`config.mk`:
```
export PLATFORM = sky130hd
export DESIGN_NAME = score_display_controller
export DESIGN_NICKNAME = d
export VERILOG_FILES = /design/src/rtl/score_display_controller.sv
export SDC_FILE = /design/constraint.sdc
export NUM_CORES = 1
export LEC_CHECK = 0
export CORE_UTILIZATION = 55
export DETAILED_ROUTE_END_ITERATION = 10
export GPL_TIMING_DRIVEN = 0
export PLACE_DENSITY = 0.79
export SKIP_CTS_REPAIR_TIMING = 1
export SLEW_MARGIN = 20
export SYNTH_ARGS = -nofsm -noshare
export SYNTH_HDL_FRONTEND = slang
export SYNTH_SLANG_ARGS = --single-unit
```
`constraint.sdc`:
```
create_clock -name i_Clk -period 5 [get_ports i_Clk]
set_input_delay 1.5 -clock i_Clk [delete_from_list [all_inputs] [get_ports i_Clk]]
set_output_delay 1.5 -clock i_Clk [all_outputs]
set_load 0.1 [all_outputs]
```
`src/rtl/score_display_controller.sv`:
```
// Two-player score keeper with round-robin point arbitration and a registered
// 7-segment decode; the winning digit blinks once the game is over.
module score_display_controller #(
   parameter int WIN_SCORE = 9,
   parameter int BLINK_CNT = 12500000
) (
   input  logic       i_Clk,
   input  logic       i_Rst_L,
   input  logic       i_Score_P1,
   input  logic       i_Score_P2,
   input  logic       i_Game_Reset,
   output logic [6:0] o_Segment1,
   output logic [6:0] o_Segment2,
   output logic       o_Game_Over,
   output logic       o_Winner,
   output logic       o_Fsm_State
);

   localparam logic [0:0] PLAY = 1'b0;
   localparam logic [0:0] OVER = 1'b1;

   localparam int               CNT_W     = (BLINK_CNT > 1) ? $clog2(BLINK_CNT) : 1;
   localparam logic [CNT_W-1:0] CNT_LAST  = CNT_W'(BLINK_CNT - 1);
   localparam logic [3:0]       WIN_VAL   = 4'(WIN_SCORE);
   localparam logic [6:0]       SEG_BLANK = 7'b1111111;
   localparam logic [6:0]       SEG_ZERO  = 7'b0000001;

   logic [0:0]       r_State;
   logic [3:0]       r_Score1;
   logic [3:0]       r_Score2;
   logic             r_Pend_1;
   logic             r_Pend_2;
   logic             r_Favour_P2;
   logic [CNT_W-1:0] r_Blink_Cnt;
   logic             r_Blank;
   logic             r_Winner;

   logic w_Won;
   logic w_Arb;
   logic w_Req_1;
   logic w_Req_2;
   logic w_Grant_1;
   logic w_Grant_2;
   logic w_Blank_1;
   logic w_Blank_2;

   function automatic logic [6:0] seg_decode(input logic [3:0] v);
      case (v)
         4'd0:    seg_decode = 7'b0000001;
         4'd1:    seg_decode = 7'b1001111;
         4'd2:    seg_decode = 7'b0010010;
         4'd3:    seg_decode = 7'b0000110;
         4'd4:    seg_decode = 7'b1001100;
         4'd5:    seg_decode = 7'b0100100;
         4'd6:    seg_decode = 7'b0100000;
         4'd7:    seg_decode = 7'b0001111;
         4'd8:    seg_decode = 7'b0000000;
         4'd9:    seg_decode = 7'b0000100;
         default: seg_decode = SEG_BLANK;
      endcase
   endfunction

   // Once a score sits at WIN_SCORE no further grants happen; the next edge
   // moves to OVER, so scores can never pass WIN_SCORE.
   assign w_Won   = (r_Score1 == WIN_VAL) || (r_Score2 == WIN_VAL);
   assign w_Arb   = (r_State == PLAY) && !w_Won;
   assign w_Req_1 = w_Arb && (i_Score_P1 || r_Pend_1);
   assign w_Req_2 = w_Arb && (i_Score_P2 || r_Pend_2);

   // The round-robin pointer only moves when both players contend.
   always_comb begin
      w_Grant_1 = 1'b0;
      w_Grant_2 = 1'b0;
      if (w_Req_1 && w_Req_2) begin
         w_Grant_1 = !r_Favour_P2;
         w_Grant_2 = r_Favour_P2;
      end else begin
         w_Grant_1 = w_Req_1;
         w_Grant_2 = w_Req_2;
      end
   end

   assign w_Blank_1 = (r_State == OVER) && r_Blank && !r_Winner;
   assign w_Blank_2 = (r_State == OVER) && r_Blank && r_Winner;

   always_ff @(posedge i_Clk or negedge i_Rst_L) begin
      if (!i_Rst_L) begin
         r_State     <= PLAY;
         r_Score1    <= 4'd0;
         r_Score2    <= 4'd0;
         r_Pend_1    <= 1'b0;
         r_Pend_2    <= 1'b0;
         r_Favour_P2 <= 1'b0;
         r_Blink_Cnt <= '0;
         r_Blank     <= 1'b0;
         r_Winner    <= 1'b0;
         o_Segment1  <= SEG_ZERO;
         o_Segment2  <= SEG_ZERO;
      end else begin
         o_Segment1 <= w_Blank_1 ? SEG_BLANK : seg_decode(r_Score1);
         o_Segment2 <= w_Blank_2 ? SEG_BLANK : seg_decode(r_Score2);
         if (i_Game_Reset) begin
            r_State     <= PLAY;
            r_Score1    <= 4'd0;
            r_Score2    <= 4'd0;
            r_Pend_1    <= 1'b0;
            r_Pend_2    <= 1'b0;
            r_Favour_P2 <= 1'b0;
            r_Blink_Cnt <= '0;
            r_Blank     <= 1'b0;
            r_Winner    <= 1'b0;
         end else begin
            case (r_State)
               PLAY: begin
                  if (w_Won) begin
                     r_State     <= OVER;
                     r_Winner    <= (r_Score2 == WIN_VAL);
                     r_Blink_Cnt <= '0;
                     r_Blank     <= 1'b0;
                     r_Pend_1    <= 1'b0;
                     r_Pend_2    <= 1'b0;
                  end else begin
                     if (w_Grant_1) r_Score1 <= r_Score1 + 4'd1;
                     if (w_Grant_2) r_Score2 <= r_Score2 + 4'd1;
                     r_Pend_1 <= w_Req_1 && !w_Grant_1;
                     r_Pend_2 <= w_Req_2 && !w_Grant_2;
                     if (w_Req_1 && w_Req_2) r_Favour_P2 <= !r_Favour_P2;
                  end
               end
               OVER: begin
                  r_Pend_1 <= 1'b0;
                  r_Pend_2 <= 1'b0;
                  if (r_Blink_Cnt == CNT_LAST) begin
                     r_Blink_Cnt <= '0;
                     r_Blank     <= !r_Blank;
                  end else begin
                     r_Blink_Cnt <= r_Blink_Cnt + 1'b1;
                  end
               end
               default: r_State <= PLAY;
            endcase
         end
      end
   end

   assign o_Game_Over = (r_State == OVER);
   assign o_Winner    = r_Winner;
   assign o_Fsm_State = r_State;

endmodule

```
Word-level counts from Yosys, hierarchy flattened
Memory sizes are Yosys's and may differ from the RTL's. Cells that the tools add are included.

Muxes and demuxes: 36. Bitwise operators: 1. Equality and inequality tests: 7. $add $sub $neg: 3. Reduce and logical (&&, ||, !) cells: 27.

Operators with widths (count): two-way mux 24 bit (3); one-hot mux 24 bit (2 select lines) (1); two-way mux 4 bit (8); adder 24 x 1 -> 24 bit (second input constant) (1); == test 24 bit (second input constant) (1); two-way mux 1 bit (19); two-way mux 7 bit (2); logical AND 1 bit (9); AND reduction 3 bit (3); adder 4 x 1 -> 4 bit (second input constant) (2); == test 4 bit (second input constant) (2); nonzero test 2 bit (4); logical NOT 1 bit (6); one-hot mux 1 bit (2 select lines) (3); != test 2 bit (second input constant) (2); AND reduction 2 bit (2); logical OR 1 bit (3); != test 3 x 2 -> 1 bit (second input constant) (1); != test 3 bit (second input constant) (1); NOT 1 bit (1).

Input bits: 5. Memories: 2. Flip-flop bits (word level): 52. Word-level logic and storage cells: 87. Bits in read-only memories: 224.

Memory list: (name not given) (depth 16, bits a word 7, read ports 1, clocked after Yosys merged registers in 0, wr ports 0, line 48) `case (v)`; (name not given) (depth 16, bits a word 7, read ports 1, clocked after Yosys merged registers in 0, wr ports 0, line 48).

Logic depth before layout (Yosys ltp)
Gate-level depths: netlist of run 1.

Depth in word-level cells: 12. Depth in mapped cells: 8. Mapped depth without buffers: 7.

Least setup slack after synthesis of run 1
OpenSTA, ideal clock, no wires.

Path type: register to output. Start: reg r_State, in the netlist o_Fsm_State. End: out o_Game_Over. Arrival: 1.438 ns. Path buffers: 1. Required time: 3.500 ns. Path slack: 2.062 ns. Stages on the path, launching flop included: 2. Cells stage by stage: dfrtp_1 buf_4.

RTL lines: start: declaration (line 28) `logic [0:0] r_State;`; start signal: assignment (line 88) `r_State <= PLAY;`; start signal: assignment (line 103) `r_State <= PLAY;`; start signal: assignment (line 116) `r_State <= OVER;`; end: declaration (line 14) `output logic o_Game_Over,`.

No word-level cell between the ends.

Worst setup path in the final report of run 1
Start: reg r_State, in the netlist o_Fsm_State. End: out o_Game_Over.

No word-level cell between the ends.

==> flow_summary_export.csv, run 1 <==
group,metric,value,unit
layout,layout_common_cells,"dfrtp_1 (50), nand2_1 (25), o21ai_0 (22), nor2_1 (22), clkdlybuf4s50_1 (19)",
layout,utilization,0.6577,
clocking,cts_tree,"done",
synthesis,syn_area_per_cell,9.371,um^2
routing,via_per_inst,5.628,
timing,slew_headroom,0.3423,
worst_hold_path,min_path_type,"reg2reg",
place,pre_cts_ws,1745,ps
clocking,htreeDepth,2,
layout,drive_gt1_frac,0.07055,
timing,fmax,0.2791,GHz
synthesis,syn-num-nets,314,
clocking,clk_latency,310,ps
global_route,antenna_found_initial,0,
place,gp_congestion,0.8346,
die,core_region_area,4817,um^2
synthesis,synth_largest_area_cell,"dfrtp_1",
pwr,peakVddDrop,0.1786,mV
synthesis,synthTopCellsByArea,"dfrtp_1 (45%), ha_1 (4.9%), o21ai_0 (3.9%), nand2_1 (3.4%), a21oi_1 (3.2%)",
place,io_buffer_count,20,
timing,finalHoldViolCount,0,
clocking,numCtsBuffers,5,
layout,nets,341,
global_route,overflow,0,
critical_path,cp_data_arrival_time,2080,ps
routing,drc_errors,0,
status,outcome,"finished clean",
synthesis,netlist.area_leader.share,0.4480,
die,start_util,0.5797,
synthesis,ys_async_sr_fraction,1.000,
critical_path,cp_slowest_stage_delay,1120,ps
routing,routed_wl,5739,um
layout,n_fill_cell,417,
routing,post_drt_wl_per_cell,14.60,um
timing,finClkSkew,12.69,ps
routing,route.layer.met1.wl,2755,um
routing,wl_met3,164,um
routing,detailedRoute.firstPassIterationCount,4,
critical_path,cp_cell_sequence,"buf_4 -> clkdlybuf4s50_1",
critical_path,cp_num_buf_inv,2,
synthesis,ys_types,44,
timing,report.final.slew_viol_count,0,
global_route,grt_first_pass_wirelength,9936,um
layout,antenna_cells,0,
place,place.detailed.hpwl,3961,um
timing,rsz0062_at_grt,"false",
layout,ff_latch_area,1304,um^2
routing,ant_nets,0,
timing,tightest_slew,983.4,ps
die,ioPinCount,22,
clocking,clk_pin_slew,100,ps
timing,finalSetupViolCount,0,
layout,area_growth,13.44,%
die,die_area,5366,um^2
synthesis,synth-edff-count,0,
die,rows,25,
synthesis,netlist_area,2793,um^2
clocking,clock-sinks,52,
routing,drt_iter0_drc,153,
critical_path,cp.required,3500,ps
critical_path,worstSetupStartpointType,"flip-flop",
timing,tns,0,ps
routing,met2_length,2741,um
layout,final_common_cell,"dfrtp_1",
synthesis,yosysSeqAreaShare,0.4668,
synthesis,ys.flop_type,"dfrtp_1",
layout,multi_input_area,1365,um^2
pwr,power.density,286.9,nW/um^2
global_route,grt_use_total,0.2431,
routing,vias,2212,
timing,fin_crit_sh,0.7166,
synthesis,syn_inst,298,
global_route,first_global_vias,2145,
pwr,p_leak,0.001369,uW
routing,topRoutingLayerUsed,"met4",
job,maxCapViolCount,0,
critical_path,critical_path.top_delay_family,"buffers and inverters",
clocking,clockBufferDepth,2,
die,die_height,73.26,um
global_route,grt_max_degree,53,
synthesis,yosysWarnings,0,
critical_path,worstSetupEndpointType,"output port",
critical_path,worstSetupPathType,"reg2out",
die,fp.dieW,73.26,um
clocking,cts_root_buf,"clkbuf_8",
timing,layout_setup_ws,1417,ps
timing,period_needed,3583,ps
critical_path,critPathSlowestCell,"clkdlybuf4s50_1",
critical_path,cp_max_fo,10,
synthesis,ys_seq_elements,52,
## worst reg2reg max path, stage by stage (launching register included)
cell and delay (ps):
dfrtp_1 460, inv_1 130, ha_1 240, and3b_1 210, nor3_1 520, nand2b_1 250, buf_2 260, a31oi_1 210
## cells by family after synthesis
kind of cell / after synthesis / share of synthesized area
multiplexers: 3 / 0.01075
flip-flops: 52 / 0.4668
buffers and inverters: 29 / 0.04435
AND/OR/NAND/NOR: 115 / 0.2280
XOR/XNOR: 7 / 0.02195
AO/OA/AOI/OAI: 81 / 0.1788
adder cells (fa/ha/maj): 11 / 0.04928
## final cells by class
cell class                      count  share of cell area
Buffer                             17             0.02488
Clock buffer                        7             0.02725
Clock inverter                      1            0.002370
Inverter                           12             0.01422
Multi-Input combinational cell    217              0.4309
Sequential cell                    52              0.4115
Tap cell                           67             0.02646
Timing Repair Buffer               20             0.06240
## synthesized netlist by cell type (2+ instances only)
cell,number
or3_1,2
o21ai_0,22
a21oi_1,18
nand4_1,7
inv_1,12
and3_1,3
and2_1,3
ha_1,11
a41oi_1,5
nor3b_1,3
and3b_1,3
o31ai_1,3
o21bai_1,3
dfrtp_1,50
a22o_1,5
xor2_1,3
nor2_1,22
nand2_1,25
nor3_1,7
o211ai_1,5
mux2i_1,3
xnor2_1,4
nand3_1,17
nor4_1,2
a21o_1,4
clkbuf_1,8
buf_4,2
nand2b_1,8
dfstp_2,2
buf_2,6
nor2b_1,4
a31oi_1,14
## sequential cells by signal, indices dropped and copies added, names as in the netlist
signal	cells
r_Favour_P2	1
r_Blink_Cnt	24
o_Fsm_State	1
r_Pend_1	1
o_Segment1	7
r_Pend_2	1
o_Segment2	7
r_Blank	1
o_Winner	1
r_Score2	4
r_Score1	4
## power breakdown
group	total, uW	leakage (uW)	switching [uW]	internal [uW]
clock network	249	0.0000445	136	113
registers	453	0.000708	11.6	441
logic	208	0.000616	157	50.7
total	909	0.00137	304	604
## final timing paths
path	start	to	slack, ps	depth (start not counted)
max	o_Fsm_State$_DFF_PN0_	o_Game_Over	1420	2
min	r_Blank$_DFFE_PN0P_	r_Blank$_DFFE_PN0P_	520	1
max reg2reg	r_Score2[1]$_DFFE_PN0P_	r_Blink_Cnt[18]$_DFFE_PN0P_	2660	7
min reg2reg	r_Blank$_DFFE_PN0P_	r_Blank$_DFFE_PN0P_	520	1
max in group asynchronous	i_Rst_L	r_Favour_P2$_DFFE_PN0P_	3360	1
min in group asynchronous	i_Rst_L	r_Blink_Cnt[16]$_DFFE_PN0P_	1220	1
## stage by stage
step / instances / cell area [um^2] / power [uW] / hold slack [ps]
finish: 393 / 3168 / 908.9 / 519.0
global route: 393 / 3168 / 954.9 / 536.6
CTS: 393 / 3168 / 916.6 / 515.9
detailed placement: 385 / 3074 / 669.2 / 499.8
global placement: 385 / 3077 / 667.1 / 485.1
floorplan: 298 / 2793 / 615.2 / 465.8
## layer usage
metal / global-route usage / vias to the layer above
li1: - / 1119
met1: 0.3223 / 1040
met2: 0.4002 / 45
met3: 0.04115 / 8
met4: 0.09150 / 0
met5: 0 / -
(Power assumes the default switching activity.)
==> run 2: changes to the inputs <==
Settings changed: CORE_UTILIZATION 55 to 52, PLACE_DENSITY 0.79 to 0.78.
Clock period 5 ns to 2.9 ns, I/O delays scaled along.
==> flow_summary_export.csv, run 2 (synthesized netlist as in run 1, its figures left out) <==
group,metric,value,unit
status,outcome,"finished clean",
timing,finalHoldViolCount,0,
layout,top_regs,"r_Blink_Cnt: 24 flops, o_Segment1: 7 flops, o_Segment2: 7 flops",
die,core_region_area,5140,um^2
critical_path,critical_path.top_delay_family,"buffers and inverters",
clocking,cts_root_buf,"clkbuf_8",
layout,max_flop_register,"r_Blink_Cnt",
global_route,grt_use_total,0.2216,
critical_path,worstSetupStartpointType,"flip-flop",
timing,fin_crit_sh,0.9767,
clocking,clk_pin_slew,100,ps
critical_path,cp_max_fo,1,
global_route,grt_first_pass_wirelength,9535,um
clocking,cts_tree,"done",
die,ioPinCount,22,
clocking,clk_latency,310,ps
global_route,first_global_vias,2098,
critical_path,worstSetupPathType,"reg2out",
timing,fmax,0.3530,GHz
die,rows,26,
global_route,overflow,0,
pwr,peakVddDrop,0.3494,mV
pwr,seq_power_share,0.503,
worst_hold_path,min_path_type,"reg2reg",
critical_path,worstSetupEndpointType,"output port",
critical_path,cp_slowest_stage_delay,1130,ps
routing,ant_nets,0,
place,place_area,3078,um^2
clocking,numCtsBuffers,5,
clocking,htreeDepth,2,
clocking,clockBufferDepth,2,
pwr,clockPowerShare,0.268,
layout,final_common_cell,"dfrtp_1",
pwr,power.switching,534.9,uW
die,start_util,0.5433,
layout,largest_reg_flops,24,
layout,nets,341,
critical_path,cp_cell_sequence,"clkdlybuf4s50_1",
pwr,p_leak,0.001403,uW
worst_hold_path,min_from,"r_Blank$_DFFE_PN0P_",
routing,drc_errors,0,
routing,detailedRoute.firstPassIterationCount,4,
die,die_height,75.29,um
global_route,antenna_found_initial,0,
critical_path,cp_num_buf_inv,1,
routing,vias,2238,
layout,area_growth,13.58,%
place,gp_congestion,0.8486,
layout,layout_common_cells,"dfrtp_1 (50), nand2_1 (25), o21ai_0 (22), nor2_1 (22), a21oi_1 (18)",
critical_path,cp.required,2030,ps
clocking,clock-sinks,52,
timing,rsz0062_at_grt,"false",
critical_path,cp_data_arrival_time,1960,ps
timing,period_needed,2833,ps
timing,holdWs,513.4,ps
layout,n_fill_cell,470,
timing,finalSetupViolCount,0,
critical_path,critPathSlowestCell,"clkdlybuf4s50_1",
routing,via_per_inst,5.652,
place,place.detailed.hpwl,3907,um
place,io_buffer_count,20,
layout,drive_gt1_frac,0.07055,
pwr,p_sw_frac,0.3441,
layout,antenna_cells,0,
routing,post_drt_wl_per_cell,14.27,um
job,maxCapViolCount,0,
pwr,p_comb_frac,0.229,
timing,tightest_slew,975.9,ps
pwr,power.density,490.1,nW/um^2
timing,slew_headroom,0.3474,
routing,routed_wl,5651,um
global_route,grt_max_degree,53,
layout,stdcell_area,3172,um^2
timing,report.final.slew_viol_count,0,
die,die_area,5668,um^2
timing,finClkSkew,5.938,ps
die,fp.dieW,75.29,um
critical_path,cp-startpoint,"o_Segment2[0]$_DFF_PN1_",
layout,ff_latch_area,1304,um^2
pwr,intPower,1020,uW
layout,multi_input_area,1365,um^2
routing,drt_iter0_drc,159,
critical_path,worst_r2r_startpoint,"r_Score2[1]$_DFFE_PN0P_",
-- run 2: cell types whose count changed in the layout (fill, tap and decap cells not counted) --
cell             previous run  this run
clkdlybuf4s50_1            19        17
dlymetal6s2s_1              0         2
clkbuf_8                    6         5
clkinv_4                    0         1
-- run 2: area by class of cell --
cell class / instances / area share
plain buffers: 17 / 0.02485
clock buffers: 6 / 0.02288
clock inverters: 2 / 0.005128
inverters: 12 / 0.01420
multi-input cells: 217 / 0.4304
flip-flops and latches: 52 / 0.4110
well taps: 70 / 0.02761
repair buffers: 20 / 0.06391
-- run 2: worst paths after layout --
path | end | slack (ps) | cells after the start
setup / recovery | o_Segment2[0] | 70 | 1
hold / removal | r_Blank$_DFFE_PN0P_ | 510 | 1
setup reg to reg | r_Blink_Cnt[9]$_DFFE_PN0P_ | 580 | 8
hold reg to reg | r_Blank$_DFFE_PN0P_ | 510 | 1
max in group asynchronous | r_Blink_Cnt[2]$_DFFE_PN0P_ | 1890 | 1
min in group asynchronous | r_Blink_Cnt[8]$_DFFE_PN0P_ | 590 | 1
-- run 2: power groups by stage --
stage / Combinational, uW / Clock (uW) / Sequential, uW
after floorplan: 87.8 / 0 / 973
after global placement: 356 / 0 / 794
after detailed placement: 359 / 0 / 796
after CTS: 359 / 430 / 782
after global routing: 382 / 452 / 786
final: 356 / 417 / 781
-- run 2: per-stage QoR --
step / util / total power (uW) / setup WS (ps) / setup TNS [ps] / instances
floorplan: - / 1061 / 592.2 / 0 / 298
global placement: 0.5993 / 1150 / -553.1 / -27510 / 388
detailed placement: 0.5988 / 1154 / 275.4 / 0 / 388
CTS: 0.6161 / 1571 / -84.76 / -84.76 / 396
global route: 0.6171 / 1619 / 25.52 / 0 / 396
finish: 0.6171 / 1554 / 67.49 / 0 / 396
-- run 2: routing by layer --
metal | vias to the layer above | track usage | share of wire
met5 | - | 0 | 0
met4 | 0 | 0.07202 | 0.011
met3 | 7 | 0.04016 | 0.038
met2 | 42 | 0.3720 | 0.48
met1 | 1063 | 0.2909 | 0.47
li1 | 1126 | - | -
==> run 3: changes to the inputs <==
Settings changed: ABC_AREA set to 1, CORE_MARGIN set to 8, CORE_UTILIZATION 52 to 53, CTS_CLUSTER_DIAMETER set to 30, PLACE_DENSITY 0.78 to 0.79.
==> flow_summary_export.csv, run 3 <==
group,metric,value,unit
clocking,clk_latency,300,ps
synthesis,netlist_area,3012,um^2
clocking,numCtsBuffers,5,
routing,detailedRoute.firstPassIterationCount,4,
critical_path,cp_num_buf_inv,1,
synthesis,syn-num-nets,396,
pwr,p_leak,0.001592,uW
layout,final_common_cell,"nand2_1",
timing,report.final.slew_viol_count,0,
global_route,antenna_found_initial,0,
clocking,clk_pin_slew,90,ps
layout,drive_gt1_frac,0.1247,
synthesis,ys.flop_type,"dfrtp_1",
synthesis,ys_seq_elements,52,
timing,tns,0,ps
die,core_region_area,5507,um^2
synthesis,yosysMostFrequentCell,"nand2_1",
pwr,power.density,813.1,nW/um^2
layout,top_regs,"r_Blink_Cnt: 24 flops, o_Segment1: 7 flops, o_Segment2: 7 flops",
timing,tightest_slew,996.1,ps
critical_path,worstSetupPathType,"reg2out",
timing,period_needed,2848,ps
timing,layout_setup_ws,52.38,ps
clocking,clock-sinks,52,
synthesis,ys_async_sr_fraction,1.000,
worst_hold_path,min_path_type,"reg2reg",
place,place_area,3309,um^2
layout,area_growth,13.54,%
clocking,htreeDepth,2,
routing,vias,2552,
place,place.detailed.hpwl,4763,um
routing,routed_wl,6281,um
global_route,grt_use_total,0.1565,
timing,rsz0062_at_grt,"false",
synthesis,yosysWarnings,0,
die,ioPinCount,22,
timing,finalHoldViolCount,0,
synthesis,netlist.area_leader.share,0.4155,
synthesis,ys_types,35,
routing,ant_nets,0,
place,pre_cts_ws,296.4,ps
clocking,cts_tree,"done",
layout,stdcell_area,3420,um^2
die,die_area,8350,um^2
timing,fmax,0.3512,GHz
critical_path,cp_cell_sequence,"clkdlybuf4s50_1",
synthesis,synthMuxAreaShare,0,
layout,antenna_cells,0,
place,gp_congestion,0.8760,
synthesis,yosysSeqAreaShare,0.4329,
layout,nets,424,
status,outcome,"finished clean",
synthesis,synth_adder_area_share,0.04570,
pwr,peakVddDrop,0.7092,mV
critical_path,worstSetupStartpointType,"flip-flop",
clocking,clockBufferDepth,2,
die,fp.dieW,91.38,um
routing,drt_iter0_drc,148,
synthesis,synth_commonest_cells,"nand2_1 (83), nor2_1 (51), dfrtp_1 (50)",
place,io_buffer_count,21,
synthesis,syn_area_per_cell,7.925,um^2
layout,largest_reg_flops,24,
synthesis,synth_simple_gate_area_frac,0.3299,
layout,layout_common_cells,"nand2_1 (83), nor2_1 (51), dfrtp_1 (50)",
global_route,first_global_vias,2528,
routing,post_drt_wl_per_cell,13.06,um
synthesis,synth_top_family_by_area,"simple AND/OR/NAND/NOR gates",
clocking,cts_root_buf,"clkbuf_8",
synthesis,synth-edff-count,0,
critical_path,cp.required,2030,ps
synthesis,synth_compound_area_frac,0.1051,
synthesis,syn_inst,380,
synthesis,synth_largest_area_cell,"dfrtp_1",
global_route,grt_first_pass_wirelength,11080,um
job,maxCapViolCount,0,
timing,fin_crit_sh,0.9819,
timing,finalSetupViolCount,0,
die,rows,27,
critical_path,critPathSlowestCell,"clkdlybuf4s50_1",
die,start_util,0.5469,
synthesis,synth_xor_area_frac,0.005816,
layout,max_flop_register,"r_Blink_Cnt",
die,die_height,91.38,um
layout,n_fill_cell,470,
routing,drc_errors,0,
critical_path,cp_max_fo,8,
critical_path,worstSetupEndpointType,"output port",
critical_path,cp_data_arrival_time,1980,ps
synthesis,synthTopCellsByArea,"dfrtp_1 (42%), nand2_1 (10%), nor2_1 (6.4%), inv_1 (5.2%), ha_1 (4.6%)",
global_route,overflow,0,
timing,finClkSkew,4.841,ps
global_route,grt_max_degree,53,
critical_path,critical_path.top_delay_family,"buffers and inverters",
routing,via_per_inst,5.306,
timing,slew_headroom,0.3338,
critical_path,cp_slowest_stage_delay,1180,ps
run 3: cell count changes in the layout (fill, tap and decap cells not counted), moves of 5 or more:
cell	delta
nand2_1	+58
inv_1	+30
nor2_1	+29
a31oi_1	-14
nand2b_1	-8
nand4_1	+7
o21ai_2	+7
buf_2	-6
clkbuf_1	-6
nand2_2	+6
a22o_1	-5
a41oi_1	-5
inv_2	+5
run 3: metrics by stage:
stage,hold WS (ps),instances,util,power (uW)
2_1_floorplan,468.9,380,-,1985
3_3_place_gp,486.9,473,0.6015,2284
3_5_place_dp,500.2,473,0.6010,2308
4_1_cts,524.5,481,0.6205,2795
5_1_grt,554.4,481,0.6210,2928
6_report,522.8,481,0.6210,2780
run 3: final cells by class:
cell class | instances | area (um^2) | share of cell area
Buffer | 7 | 60.06 | 0.01756
Multi-Input combinational cell | 273 | 1465 | 0.4285
Sequential cell | 52 | 1304 | 0.3813
Tap cell | 72 | 90.09 | 0.02634
Clock inverter | 2 | 35.03 | 0.01025
Timing Repair Buffer | 21 | 210.2 | 0.06147
Clock buffer | 6 | 72.57 | 0.02122
Inverter | 48 | 182.7 | 0.05342
run 3: final timing paths:
path | cells after the start | slack, ps | end | startpoint
worst max-delay path | 1 | 50 | o_Fsm_State | o_Fsm_State$_DFF_PN0_
worst min-delay path | 2 | 520 | r_Blank$_DFFE_PN0P_ | r_Blank$_DFFE_PN0P_
worst max register to register | 10 | 1100 | r_Blink_Cnt[17]$_DFFE_PN0P_ | r_Score1[1]$_DFFE_PN0P_
worst min register to register | 2 | 520 | r_Blank$_DFFE_PN0P_ | r_Blank$_DFFE_PN0P_
max in group asynchronous | 1 | 1880 | r_Blink_Cnt[15]$_DFFE_PN0P_ | i_Rst_L
min in group asynchronous | 1 | 580 | r_Score1[3]$_DFFE_PN0P_ | i_Rst_L
run 3: power breakdown:
| group | total (uW) | switching (uW) | internal [uW] |
|---|---|---|---|
| clock network | 492 | 236 | 256 |
| registers | 939 | 78.7 | 860 |
| logic | 1350 | 1010 | 339 |
| total | 2780 | 1320 | 1460 |
run 3: layer usage:
| layer | routed length (um) | vias to the layer above | track usage |
|---|---|---|---|
| met2 | 2981 | 55 | 0.2653 |
| met1 | 2825 | 1195 | 0.1849 |
| met5 | 0 | - | 0 |
| met4 | 99 | 0 | 0.05730 |
| li1 | - | 1292 | - |
| met3 | 374 | 10 | 0.04198 |
run 3: cells by family after synthesis:
logic type / Yosys count
buf+inv: 55
fa+ha+maj: 11
simple gates: 205
compound gates: 55
xor+xnor: 2
flops: 52
